### src/rtl/fadd_arbiter_if.sv
// Bundle for the fadd_arbiter: requester ports, shared-adder ports and the response port.
// The arbiter uses the slave view; the issue side / environment uses the master view.
interface fadd_arbiter_if #(
  parameter int unsigned NUM_REQ = 4,
  parameter int unsigned ID_W    = 2
);
  logic [NUM_REQ-1:0]    req_valid;
  logic [32*NUM_REQ-1:0] req_a;
  logic [32*NUM_REQ-1:0] req_b;
  logic [NUM_REQ-1:0]    req_ready;
  logic [31:0]           fa_num1;
  logic [31:0]           fa_num2;
  logic [31:0]           fa_sum;
  logic                  rsp_valid;
  logic [31:0]           rsp_data;
  logic [ID_W-1:0]       rsp_id;
  logic                  rsp_ready;

  modport slave (
    input  req_valid, req_a, req_b, fa_sum, rsp_ready,
    output req_ready, fa_num1, fa_num2, rsp_valid, rsp_data, rsp_id
  );

  modport master (
    output req_valid, req_a, req_b, fa_sum, rsp_ready,
    input  req_ready, fa_num1, fa_num2, rsp_valid, rsp_data, rsp_id
  );
endinterface

### src/rtl/fadd_arbiter.sv
// Round-robin share of one combinational fadd among NUM_REQ requesters.
// Two-stage pipeline: S1 holds the granted operands, S2 holds the tagged sum.
module fadd_arbiter #(
  parameter int unsigned NUM_REQ = 4,
  parameter int unsigned ID_W    = 2
) (
  input  logic          clk,
  input  logic          rst,
  fadd_arbiter_if.slave bus,
  output logic          idle
);

  if (ID_W != $clog2(NUM_REQ)) begin : g_id_w_check
    $error("fadd_arbiter: ID_W must equal clog2(NUM_REQ)");
  end
  if (NUM_REQ < 2 || NUM_REQ > 8) begin : g_num_req_check
    $error("fadd_arbiter: NUM_REQ must be in 2..8");
  end

  // Pipeline state
  logic            s1_valid_q, s1_valid_d;
  logic [31:0]     s1_a_q, s1_a_d;
  logic [31:0]     s1_b_q, s1_b_d;
  logic [ID_W-1:0] s1_id_q, s1_id_d;
  logic            rsp_valid_q, rsp_valid_d;
  logic [31:0]     rsp_data_q, rsp_data_d;
  logic [ID_W-1:0] rsp_id_q, rsp_id_d;
  logic [ID_W-1:0] ptr_q, ptr_d;

  // Advance and arbitration
  logic               s2_load;
  logic               s1_free;
  logic               hi_found, lo_found;
  logic [ID_W-1:0]    hi_id, lo_id;
  logic               gnt_any;
  logic [ID_W-1:0]    gnt_id;
  logic [NUM_REQ-1:0] gnt_oh;
  logic [31:0]        gnt_a, gnt_b;

  assign s2_load = s1_valid_q && (!rsp_valid_q || bus.rsp_ready);
  assign s1_free = !s1_valid_q || s2_load;

  // Rotating priority: the first valid index above ptr wins, otherwise the first at or below it.
  always_comb begin
    hi_found = 1'b0;
    lo_found = 1'b0;
    hi_id    = '0;
    lo_id    = '0;
    for (int unsigned i = 0; i < NUM_REQ; i++) begin
      if (bus.req_valid[i]) begin
        if (ID_W'(i) > ptr_q) begin
          if (!hi_found) begin
            hi_found = 1'b1;
            hi_id    = ID_W'(i);
          end
        end else if (!lo_found) begin
          lo_found = 1'b1;
          lo_id    = ID_W'(i);
        end
      end
    end
    gnt_any = s1_free && !rst && (hi_found || lo_found);
    gnt_id  = hi_found ? hi_id : lo_id;
  end

  always_comb begin
    gnt_oh = '0;
    gnt_a  = '0;
    gnt_b  = '0;
    for (int unsigned i = 0; i < NUM_REQ; i++) begin
      if (gnt_id == ID_W'(i)) begin
        gnt_oh[i] = gnt_any;
        gnt_a     = bus.req_a[i*32 +: 32];
        gnt_b     = bus.req_b[i*32 +: 32];
      end
    end
  end

  always_comb begin
    s1_valid_d  = s1_valid_q;
    s1_a_d      = s1_a_q;
    s1_b_d      = s1_b_q;
    s1_id_d     = s1_id_q;
    ptr_d       = ptr_q;
    rsp_valid_d = rsp_valid_q;
    rsp_data_d  = rsp_data_q;
    rsp_id_d    = rsp_id_q;

    if (gnt_any) begin
      s1_valid_d = 1'b1;
      s1_a_d     = gnt_a;
      s1_b_d     = gnt_b;
      s1_id_d    = gnt_id;
      ptr_d      = gnt_id;
    end else if (s2_load) begin
      s1_valid_d = 1'b0;
    end

    if (s2_load) begin
      rsp_valid_d = 1'b1;
      rsp_data_d  = bus.fa_sum;
      rsp_id_d    = s1_id_q;
    end else if (bus.rsp_ready) begin
      rsp_valid_d = 1'b0;
    end
  end

  always_ff @(posedge clk) begin
    if (rst) begin
      s1_valid_q  <= 1'b0;
      s1_a_q      <= '0;
      s1_b_q      <= '0;
      s1_id_q     <= '0;
      rsp_valid_q <= 1'b0;
      rsp_data_q  <= '0;
      rsp_id_q    <= '0;
      ptr_q       <= ID_W'(NUM_REQ - 1);
    end else begin
      s1_valid_q  <= s1_valid_d;
      s1_a_q      <= s1_a_d;
      s1_b_q      <= s1_b_d;
      s1_id_q     <= s1_id_d;
      rsp_valid_q <= rsp_valid_d;
      rsp_data_q  <= rsp_data_d;
      rsp_id_q    <= rsp_id_d;
      ptr_q       <= ptr_d;
    end
  end

  assign bus.req_ready = gnt_oh;
  assign bus.fa_num1   = s1_a_q;
  assign bus.fa_num2   = s1_b_q;
  assign bus.rsp_valid = rsp_valid_q;
  assign bus.rsp_data  = rsp_data_q;
  assign bus.rsp_id    = rsp_id_q;
  assign idle          = !s1_valid_q && !rsp_valid_q;

  // Structural invariants of the grant and response paths.
  a_grant_onehot: assert property (@(posedge clk) $onehot0(gnt_oh));
  a_no_grant_in_rst: assert property (@(posedge clk) rst |-> gnt_oh == '0);
  a_rsp_stable: assert property (@(posedge clk) disable iff (rst)
    (rsp_valid_q && !bus.rsp_ready) |=> (rsp_valid_q && $stable(rsp_data_q) && $stable(rsp_id_q)));

endmodule

### src/flat_wrapper.sv
// flat-port wrapper written by rule: the top's interface ports become plain ports
module fadd_arbiter_flat 
#(
  parameter int unsigned NUM_REQ = 4,
  parameter int unsigned ID_W    = 2
)
  (clk, rst, idle, bus_req_valid, bus_req_a, bus_req_b, bus_fa_sum, bus_rsp_ready, bus_req_ready, bus_fa_num1, bus_fa_num2, bus_rsp_valid, bus_rsp_data, bus_rsp_id);
  fadd_arbiter_if #(.NUM_REQ(NUM_REQ), .ID_W(ID_W)) bus_i ();
  input  logic clk;
  input  logic rst;
  output logic idle;
  input wire logic [$bits(bus_i.req_valid)-1:0] bus_req_valid;
  input wire logic [$bits(bus_i.req_a)-1:0] bus_req_a;
  input wire logic [$bits(bus_i.req_b)-1:0] bus_req_b;
  input wire logic [$bits(bus_i.fa_sum)-1:0] bus_fa_sum;
  input wire logic [$bits(bus_i.rsp_ready)-1:0] bus_rsp_ready;
  output wire logic [$bits(bus_i.req_ready)-1:0] bus_req_ready;
  output wire logic [$bits(bus_i.fa_num1)-1:0] bus_fa_num1;
  output wire logic [$bits(bus_i.fa_num2)-1:0] bus_fa_num2;
  output wire logic [$bits(bus_i.rsp_valid)-1:0] bus_rsp_valid;
  output wire logic [$bits(bus_i.rsp_data)-1:0] bus_rsp_data;
  output wire logic [$bits(bus_i.rsp_id)-1:0] bus_rsp_id;
  assign bus_i.req_valid = bus_req_valid;
  assign bus_i.req_a = bus_req_a;
  assign bus_i.req_b = bus_req_b;
  assign bus_i.fa_sum = bus_fa_sum;
  assign bus_i.rsp_ready = bus_rsp_ready;
  assign bus_req_ready = bus_i.req_ready;
  assign bus_fa_num1 = bus_i.fa_num1;
  assign bus_fa_num2 = bus_i.fa_num2;
  assign bus_rsp_valid = bus_i.rsp_valid;
  assign bus_rsp_data = bus_i.rsp_data;
  assign bus_rsp_id = bus_i.rsp_id;
  fadd_arbiter #(.NUM_REQ(NUM_REQ), .ID_W(ID_W)) u_core (.clk(clk), .rst(rst), .bus(bus_i), .idle(idle));
endmodule
### config.mk
export PLATFORM = sky130hd
export DESIGN_NAME = fadd_arbiter_flat
export DESIGN_NICKNAME = d
export VERILOG_FILES = /design/src/rtl/fadd_arbiter_if.sv /design/src/rtl/fadd_arbiter.sv /design/src/flat_wrapper.sv
export SDC_FILE = /design/constraint.sdc
export NUM_CORES = 1
export LEC_CHECK = 0
export BUFFER_PORTS_ARGS = -buffer_cell sky130_fd_sc_hd__buf_2
export CORE_AREA = 4 4 153 155
export CTS_CLUSTER_SIZE = 14
export DETAILED_ROUTE_END_ITERATION = 8
export DIE_AREA = 0 0 157 159
export GPL_ROUTABILITY_DRIVEN = 0
export GPL_TIMING_DRIVEN = 0
export PLACE_DENSITY_LB_ADDON = 0.25
export SLEW_MARGIN = 20
export SYNTH_ARGS = -nofsm -noshare
export SYNTH_HDL_FRONTEND = slang
export SYNTH_SLANG_ARGS = --single-unit
### constraint.sdc
create_clock -name clk -period 3.9 [get_ports clk]
set_clock_uncertainty 0.15 [all_clocks]
set_input_delay 0.975 -clock clk [delete_from_list [all_inputs] [get_ports clk]]
set_output_delay 0.975 -clock clk [all_outputs]
set_load 0.01 [all_outputs]
---- Word-level counts from Yosys, hierarchy flattened ----
Cells that the tools add are included.
storage, ports and cells
  register bits after elaboration ......... 104
  latch bits .............................. 0
  RAM bits ................................ 0
  memory bits (read-only) ................. 0
  input port bits ......................... 295
  output and inout port bits .............. 104
  word-level logic and storage cells ...... 79
  memories ................................ 0
cells by class
  $add $sub $neg .......................... 0
  $mul .................................... 0
  div/mod/pow operators ................... 0
  $lt $le $gt $ge ......................... 4
  equality and inequality tests ........... 3
  shift operators ......................... 0
  mux-type cells .......................... 51
  bitwise operators ....................... 0
  reduce and logical (&&, ||, !) cells .... 13
operator list
  kind                count
  $mux 32             8
  $mux 2              17
  $mux 1              26
  $eq 2x2->1 const B  2
  $gt 1x2->1 const A  2
  $gt 2x2->1 const A  2
  $logic_and 1x1->1   4
  $reduce_bool 2->1   2
  $logic_not 1->1     3
  $logic_or 1x1->1    3
  $eq 2x1->1 const B  1
  $logic_not 2->1     1

---- Longest topological paths before layout ----
Gate-level depths: netlist of the first run.
  depth in word-level cells ............... 18
  depth in mapped cells ................... 8

---- Least setup slack after synthesis of the first run ----
Ideal clock, no wire load.
  kind .................................... input to output
  start ................................... input bus_rsp_ready
  end ..................................... output bus_req_ready[0]
  data arrival time ....................... 2.257 ns
  required time ........................... 2.775 ns
  path slack .............................. 0.518 ns
  cell stages on the path ................. 7
  cell sequence ........................... nor2b_1 and2_1 or3_1 buf_2 buf_2 buf_2 nor3_1
on the way
  cells in the longest elaborated chain, start to end .. 6
ends and longest elaborated chain
  element                          line                source
  start: declaration               flat_wrapper.sv:16  input wire logic [$bits(bus_i.rsp_ready)-1:0] bus_rsp_ready;
  $logic_or 1x1->1                 fadd_arbiter.sv:40  assign s2_load = s1_valid_q && (!rsp_valid_q || bus.rsp_ready);
  $logic_and 1x1->1                fadd_arbiter.sv:40
  $logic_or 1x1->1                 fadd_arbiter.sv:41  assign s1_free = !s1_valid_q || s2_load;
  $logic_and 1x1->1 (2 in series)  fadd_arbiter.sv:62  gnt_any = s1_free && !rst && (hi_found || lo_found);
  $mux 1                           fadd_arbiter.sv:71  if (gnt_id == ID_W'(i)) begin
  end: declaration                 flat_wrapper.sv:17  output wire logic [$bits(bus_i.req_ready)-1:0] bus_req_ready;
Every way passes these cells.

---- Final worst setup path of the first run ----
  start ................................... input bus_req_valid[1]
  end ..................................... output bus_req_ready[0]
on the way
  cells in the longest elaborated chain, start to end .. 10
  elaborated cells on any way between the ends .. 29
ends and longest elaborated chain
  element                           line                                    source
  start: declaration                flat_wrapper.sv:12                      input wire logic [$bits(bus_i.req_valid)-1:0] bus_req_valid;
  $mux 2 or $mux 1 (tied branches)  fadd_arbiter.sv:50                      if (bus.req_valid[i]) begin
  $mux 2, on equally long branches  fadd_arbiter.sv:56, fadd_arbiter.sv:52
  $mux 2                            fadd_arbiter.sv:51                      if (ID_W'(i) > ptr_q) begin
  $mux 2                            fadd_arbiter.sv:50
  $mux 2, on equally long branches  fadd_arbiter.sv:56, fadd_arbiter.sv:52
  $mux 2                            fadd_arbiter.sv:51
  $mux 2                            fadd_arbiter.sv:50
  $mux 2                            fadd_arbiter.sv:63                      gnt_id = hi_found ? hi_id : lo_id;
  $logic_not 2->1                   fadd_arbiter.sv:71
  $mux 1 *                          fadd_arbiter.sv:71
Mark *: on every way between the ends. The rest lies on a longest branch, timed or not.

==> flow_metrics.env, run 1 <==
export IMPL_clk_pin_slew_worst_paths_ns=0.09
export IMPL_areaGrowthSynthToFinish_pct=44.26
export IMPL_postRouteAntennaNets=0
export IMPL_synth_edff_count=0
export IMPL_end_kind="output port"
export IMPL_critPathMaxFanout=10
export IMPL_setup_reg_to_reg_worst_slack_ns=1.62
export IMPL_critical_path_required_ns=2.77
export IMPL_synth_cells=623
export IMPL_peakVddDrop_uv=248.4
export IMPL_buffer_ports_inserted=398
export IMPL_worstPathCellList="buf_2 -> nor4_2 -> or3_1 -> buf_2 -> clkbuf_4 -> buf_4 -> nor3_1 -> buf_2"
export IMPL_worst_slew_margin_pct=63.93
export IMPL_mappedNetlistNets=918
export IMPL_worst_hold_path_type="flop to flop"
export IMPL_grt_max_degree=23
export IMPL_synth_area_leader_cell="sky130_fd_sc_hd__dfxtp_1"
export IMPL_ioPinCount=399
export IMPL_critical_path_class="primary input to output port"
export IMPL_synth_main_ff_cell="sky130_fd_sc_hd__dfxtp_1"
export IMPL_slowest_delay_ns=0.37
export IMPL_core_rowCount=54
export IMPL_ys_ff_latch=104
export IMPL_hold_slack_ns=0.3049
export IMPL_drt_total_wl_mm=22.25
export IMPL_finalHoldViolations=0
export IMPL_leakage_nw=4.233
export IMPL_count_of_different_cell_masters_after_synthesis=32
export IMPL_grt_usage_pct=16.58
export IMPL_start_kind="primary input"
export IMPL_finalWorstPathRequiredPeriod_ns=3.719
export IMPL_worst_ep_arrival_time_ns=2.59
export IMPL_design_die_area_mm2=0.02496
export IMPL_clk_insertion_delay_late_ns=0.36
export IMPL_routed_via_count=5931
export IMPL_synthesis_yosys_warnings=0
export IMPL_drtPass1Iterations=5
export IMPL_seq_area_frac_synth_pct=34.56
export IMPL_cts_tree="yes"
export IMPL_root_buffer="sky130_fd_sc_hd__clkbuf_16"
export IMPL_syn_area_per_cell_um2=9.670
export IMPL_grt_pass1_vias=5961
export IMPL_routedWlPerCell_um=16.90
export IMPL_placed_cells_incl_taps=1301
export IMPL_antenna_found_initial=1
export IMPL_total_power_divided_by_cell_area_mw_per_mm2=413.0
export IMPL_tritoncts_num_sinks=104
export IMPL_drt_iter0_drc=231
export IMPL_critPathSlowestCell="sky130_fd_sc_hd__nor4_2"
export IMPL_synth_async_reset_ratio_pct=0
export IMPL_synth_top_area_share_pct=34.56
export IMPL_layout_worst_path_cycle_share_pct=95.37
export IMPL_die_w_um=157
export IMPL_dpl_cell_area_mm2=0.008367
export IMPL_status="finished clean"
export IMPL_timing_max_cap_violations=0
export IMPL_timing_fmax_ghz=0.2689
export IMPL_core_area_mm2=0.02182
export IMPL_drc=0
export IMPL_grt_pass1_wl_mm=32.83
export IMPL_globalRouteOverflowTotal=0
export IMPL_timing_critical_path_mode_cell="sky130_fd_sc_hd__buf_2"
export IMPL_layout_drive_gt1_share_pct=50.29
export IMPL_slew_violations=0
export IMPL_cts_htree_levels=3
export IMPL_final_nets=1326
export IMPL_stdcell_area_mm2=0.008691
export IMPL_post_cts_repair_setup_buffers=0
export IMPL_synth_top_cells_by_area="sky130_fd_sc_hd__dfxtp_1 (35%), sky130_fd_sc_hd__mux2i_1 (21%), sky130_fd_sc_hd__mux2_2 (12%), sky130_fd_sc_hd__nand3b_1 (8.0%), sky130_fd_sc_hd__nand2_1 (4.4%)"
export IMPL_floorplan_initialDensity_pct=27.61
export IMPL_numCtsBuffers=9
export IMPL_cts_max_path_bufs=2
export IMPL_grt_setup_unrepaired="false"
export IMPL_final_setup_viol_count=0
export IMPL_mappedNetlistArea_mm2=0.006025
export IMPL_die_h_um=159
export IMPL_place_detailed_hpwl_mm=18.00
export IMPL_final_fill_count=2269
export IMPL_route_detailed_vias_per_inst=4.503
export IMPL_final_cell_count_no_fill=1317
export IMPL_worst_slew_pin_transition_ns=0.5410
-- cell families (layout without fill, tap and decap cells) --
family	Yosys count	after routing	share of synthesized area, %
compound gates	105	105	9.803
buf+inv	58	471	7.539
flops	104	104	34.56
mux	192	192	33.23
other cells	0	1	0
simple gates	164	164	14.87
-- power by group --
group / switching [mW] / leakage [nW] / total [mW] / internal, mW
Clock: 0.489 / 0.153 / 0.957 / 0.468
Sequential: 0.0790 / 0.864 / 1.29 / 1.21
Combinational: 0.643 / 3.22 / 1.34 / 0.696
-- per-stage QoR --
step	total power, mW	utilization (%)	setup WS (ns)	TNS, ns
final	3.589	39.82	0.1805	0
after global routing	3.792	39.82	0.01692	0
after CTS	3.659	39.82	0.01429	0
after detailed placement	2.679	38.34	-0.2332	-0.2647
after global placement	2.667	38.34	-0.2292	-0.2513
after floorplan	2.168	-	0.5183	0
-- final timing paths --
| check | depth (start not counted) | start | end |
|---|---|---|---|
| min | 2 | u_core.bus.rsp_data[29]$_SDFFE_PP0P_ | u_core.bus.rsp_data[29]$_SDFFE_PP0P_ |
| min reg2reg | 2 | u_core.bus.rsp_data[29]$_SDFFE_PP0P_ | u_core.bus.rsp_data[29]$_SDFFE_PP0P_ |
| max | 8 | bus_req_valid[1] | bus_req_ready[0] |
| max reg2reg | 8 | u_core.bus.rsp_valid$_SDFFE_PP0P_ | u_core.bus.fa_num2[25]$_SDFFE_PP0P_ |
-- registers in the layout, indices dropped and copies added, names as in the netlist --
register / count
u_core.ptr_q: 2
u_core.bus.rsp_valid: 1
u_core.s1_valid_q: 1
u_core.bus.fa_num2: 32
u_core.bus.rsp_data: 32
u_core.s1_id_q: 2
u_core.bus.rsp_id: 2
u_core.bus.fa_num1: 32
-- placed cells by master (no fill, tap or decap), drive strengths merged --
master / count
a21oi: 37
and3: 1
mux2: 64
nor3: 6
a211o: 1
a211oi: 1
o21ai: 65
clkinv: 2
nand2: 71
and2: 2
nand2b: 3
diode: 1
nor2: 11
clkbuf: 35
nor4: 1
dfxtp: 104
bufbuf: 4
buf: 424
or3: 1
inv: 6
o21a: 1
nand3b: 64
or2b: 1
nor3b: 1
mux2i: 128
nor2b: 2
-- repair_timing --
item | CTS | global route
endpoints found under the setup margin | 2 | 3
resized for setup | 2 | 1
hold buffers | 0 | 0
-- synthesized netlist by cell type (all sizes together) (2+ instances only) --
cell type and instances:
mux2i 128, dfxtp 104, nand2 71, o21ai 65, mux2 64, nand3b 64, a21oi 37, buf 27
clkbuf 26, nor2 11, nor3 6, bufbuf 4, nand2b 3, and2 2, nor2b 2
-- worst max-delay path: cells and delay by family --
| family | cells | cell delay (ns) |
|---|---|---|
| buffers and inverters | 5 | 1.02 |
| AND/OR/NAND/NOR | 3 | 0.60 |
-- final cells by class --
| type | instances | area, µm² | share of cell area [%] |
|---|---|---|---|
| Clock inverter | 7 | 88.84 | 1.022 |
| Timing Repair Buffer | 398 | 1992 | 22.92 |
| Inverter | 1 | 3.754 | 0.04319 |
| Clock buffer | 9 | 225.2 | 2.591 |
| Antenna cell | 1 | 2.502 | 0.02879 |
| Sequential cell | 104 | 2082 | 23.96 |
| Multi-Input combinational cell | 461 | 3495 | 40.21 |
| Tap cell | 280 | 350.3 | 4.031 |
| Buffer | 56 | 451.7 | 5.197 |
-- layer usage --
layer | GRT usage, % | share of wire, % | up-vias
li1 | - | - | 3032
met1 | 19.64 | 41 | 2628
met2 | 29.63 | 49 | 238
met3 | 3.343 | 7.9 | 33
met4 | 5.483 | 2.2 | 0
met5 | 0 | 0 | -
Power figures use the tool's default switching activity.
==> inputs of run 2 (changes only) <==
Settings changed: GPL_ROUTABILITY_DRIVEN 0 to not set.
Clock period 3.9 ns to 3.75 ns, I/O delays scaled along.
==> flow_metrics.env, run 2 (synthesis gave the netlist of run 1 again) <==
export IMPL_status="finished clean"
export IMPL_finalWorstPathRequiredPeriod_ns=3.546
export IMPL_timing_max_cap_violations=0
export IMPL_drt_iter0_drc=228
export IMPL_design_die_area_mm2=0.02496
export IMPL_total_power_divided_by_cell_area_mw_per_mm2=429.1
export IMPL_areaGrowthSynthToFinish_pct=44.47
export IMPL_hold_end="u_core.bus.rsp_data[29]$_SDFFE_PP0P_"
export IMPL_critPathMaxFanout=10
export IMPL_whs_path_depth=2
export IMPL_worst_ep_arrival_time_ns=2.46
export IMPL_slew_violations=0
export IMPL_post_route_util_pct=39.88
export IMPL_end_kind="output port"
export IMPL_routedWlPerCell_um=16.91
export IMPL_root_buffer="sky130_fd_sc_hd__clkbuf_16"
export IMPL_r2r_start="u_core.bus.rsp_valid$_SDFFE_PP0P_"
export IMPL_die_h_um=159
export IMPL_leakage_nw=4.234
export IMPL_worstPathCellList="buf_2 -> nor4_4 -> or3_1 -> buf_2 -> buf_4 -> buf_4 -> nor3_1 -> buf_2"
export IMPL_worst_slew_margin_pct=63.93
export IMPL_seqCellArea_mm2=0.002082
export IMPL_critical_path_required_ns=2.66
export IMPL_worst_setup_path_startpoint="bus_req_valid[1]"
export IMPL_minimum_setup_slack_in_the_final_design_ns=0.2040
export IMPL_timing_rr_end="u_core.bus.fa_num2[25]$_SDFFE_PP0P_"
export IMPL_power_net_switching_mw=1.260
export IMPL_worst_hold_startpoint="u_core.bus.rsp_data[29]$_SDFFE_PP0P_"
export IMPL_drc=0
export IMPL_cts_tree="yes"
export IMPL_layout_drive_gt1_share_pct=50.48
export IMPL_buffer_ports_inserted=398
export IMPL_core_area_mm2=0.02182
export IMPL_grt_max_degree=23
export IMPL_crit_buf_inv=5
export IMPL_multiInputGateArea_mm2=0.003507
export IMPL_grt_usage_pct=16.58
export IMPL_share_comb_of_total_power_pct=37.3
export IMPL_cts_htree_levels=3
export IMPL_ioPinCount=399
export IMPL_final_nets=1326
export IMPL_critPathSlowestCell="sky130_fd_sc_hd__nor4_4"
export IMPL_internal_power_mw=2.474
export IMPL_stdcell_area_mm2=0.008703
export IMPL_critical_path_class="primary input to output port"
export IMPL_placed_cells_incl_taps=1301
export IMPL_layout_worst_path_cycle_share_pct=94.56
export IMPL_place_detailed_hpwl_mm=18.00
export IMPL_share_clk_of_total_power_pct=26.6
export IMPL_routed_via_count=5927
export IMPL_drt_total_wl_mm=22.27
export IMPL_start_kind="primary input"
export IMPL_slowest_delay_ns=0.32
export IMPL_peakVddDrop_uv=258.3
export IMPL_final_common_cell="sky130_fd_sc_hd__buf_2"
export IMPL_postRouteAntennaNets=0
export IMPL_reg2regPathDepth=8
export IMPL_grt_pass1_vias=5960
export IMPL_clk_insertion_delay_late_ns=0.36
export IMPL_hold_slack_ns=0.3049
export IMPL_finalHoldViolations=0
export IMPL_place_gp_congestion=0.7723
export IMPL_worst_slew_pin_transition_ns=0.5410
export IMPL_antenna_found_initial=1
export IMPL_grt_pass1_wl_mm=32.83
export IMPL_seq_power_share_pct=36.0
export IMPL_cts_hold_buffers=0
export IMPL_timing_fmax_ghz=0.2820
export IMPL_floorplan_initialDensity_pct=27.61
export IMPL_power_switching_share_pct=33.75
export IMPL_clk_pin_slew_worst_paths_ns=0.09
export IMPL_tritoncts_num_sinks=104
export IMPL_dpl_cell_area_mm2=0.008367
export IMPL_final_setup_viol_count=0
export IMPL_worst_hold_path_type="flop to flop"
export IMPL_globalRouteOverflowTotal=0
export IMPL_path_delay_family="buffers and inverters"
export IMPL_core_rowCount=54
export IMPL_drtPass1Iterations=6
export IMPL_layout_common_cells="sky130_fd_sc_hd__buf_2 (406), sky130_fd_sc_hd__mux2i_1 (128), sky130_fd_sc_hd__dfxtp_1 (104), sky130_fd_sc_hd__nand2_1 (71)"
export IMPL_final_cell_count_no_fill=1317
export IMPL_post_place_ws_ns=-0.3082
export IMPL_grt_setup_unrepaired="false"
export IMPL_cts_max_path_bufs=2
export IMPL_die_w_um=157
export IMPL_final_fill_count=2265
export IMPL_setup_reg_to_reg_worst_slack_ns=1.59
export IMPL_numCtsBuffers=9
export IMPL_timing_critical_path_mode_cell="sky130_fd_sc_hd__buf_2"
export IMPL_route_detailed_vias_per_inst=4.500
-- run 2: timing repair --
item                                    in CTS  in global routing
buffers inserted                             0                  0
hold endpoints to repair                     0                  0
endpoints found under the setup margin       3                  1
gates resized for setup                      3                  3
-- run 2: power by group through the flow --
stage / combinational, mW / sequential (mW) / clock [mW]
finish: 1.39 / 1.34 / 0.995
global route: 1.52 / 1.36 / 1.07
CTS: 1.42 / 1.35 / 1.04
detailed placement: 1.42 / 1.37 / 0
global placement: 1.41 / 1.36 / 0
floorplan: 0.819 / 1.44 / 0
-- run 2: how the worst max path moves through the flow --
stage,to,slack [ns],cells after the start
CTS,bus_req_ready[0],0.06,8
global route,bus_req_ready[0],0.06,8
floorplan,bus_req_ready[0],0.44,7
global placement,bus_req_ready[0],-0.30,8
detailed placement,bus_req_ready[0],-0.31,8
finish,bus_req_ready[0],0.20,8
-- run 2: cell type report --
type	instances	share of cell area (%)
antenna	1	0.02875
buffer	56	5.190
clock buffer	9	2.588
clock inverter	7	1.021
inverter	1	0.04313
multi-input combinational	461	40.30
sequential	104	23.92
tap	280	4.025
timing repair buffer	398	22.89
-- run 2: per-layer routing --
layer / vias up / track usage [%] / wire length, µm
li1: 3032 / - / -
met1: 2621 / 19.64 / 9013
met2: 241 / 29.63 / 10990
met3: 33 / 3.343 / 1777
met4: 0 / 5.483 / 483
met5: - / 0 / 0
-- run 2: worst register-to-register path: cells and delay by family, from the launching register on --
family	cells	cell delay (ns)
simple gates	4	0.65
compound gates	1	0.10
buf+inv	3	0.85
flops	1	0.35
-- run 2: metrics by stage --
| step | setup TNS, ns | total power, mW |
|---|---|---|
| 2_1_floorplan | 0 | 2.255 |
| 3_3_place_gp | -0.4387 | 2.774 |
| 3_5_place_dp | -0.4597 | 2.786 |
| 4_1_cts | 0 | 3.805 |
| 5_1_grt | 0 | 3.946 |
| 6_report | 0 | 3.734 |
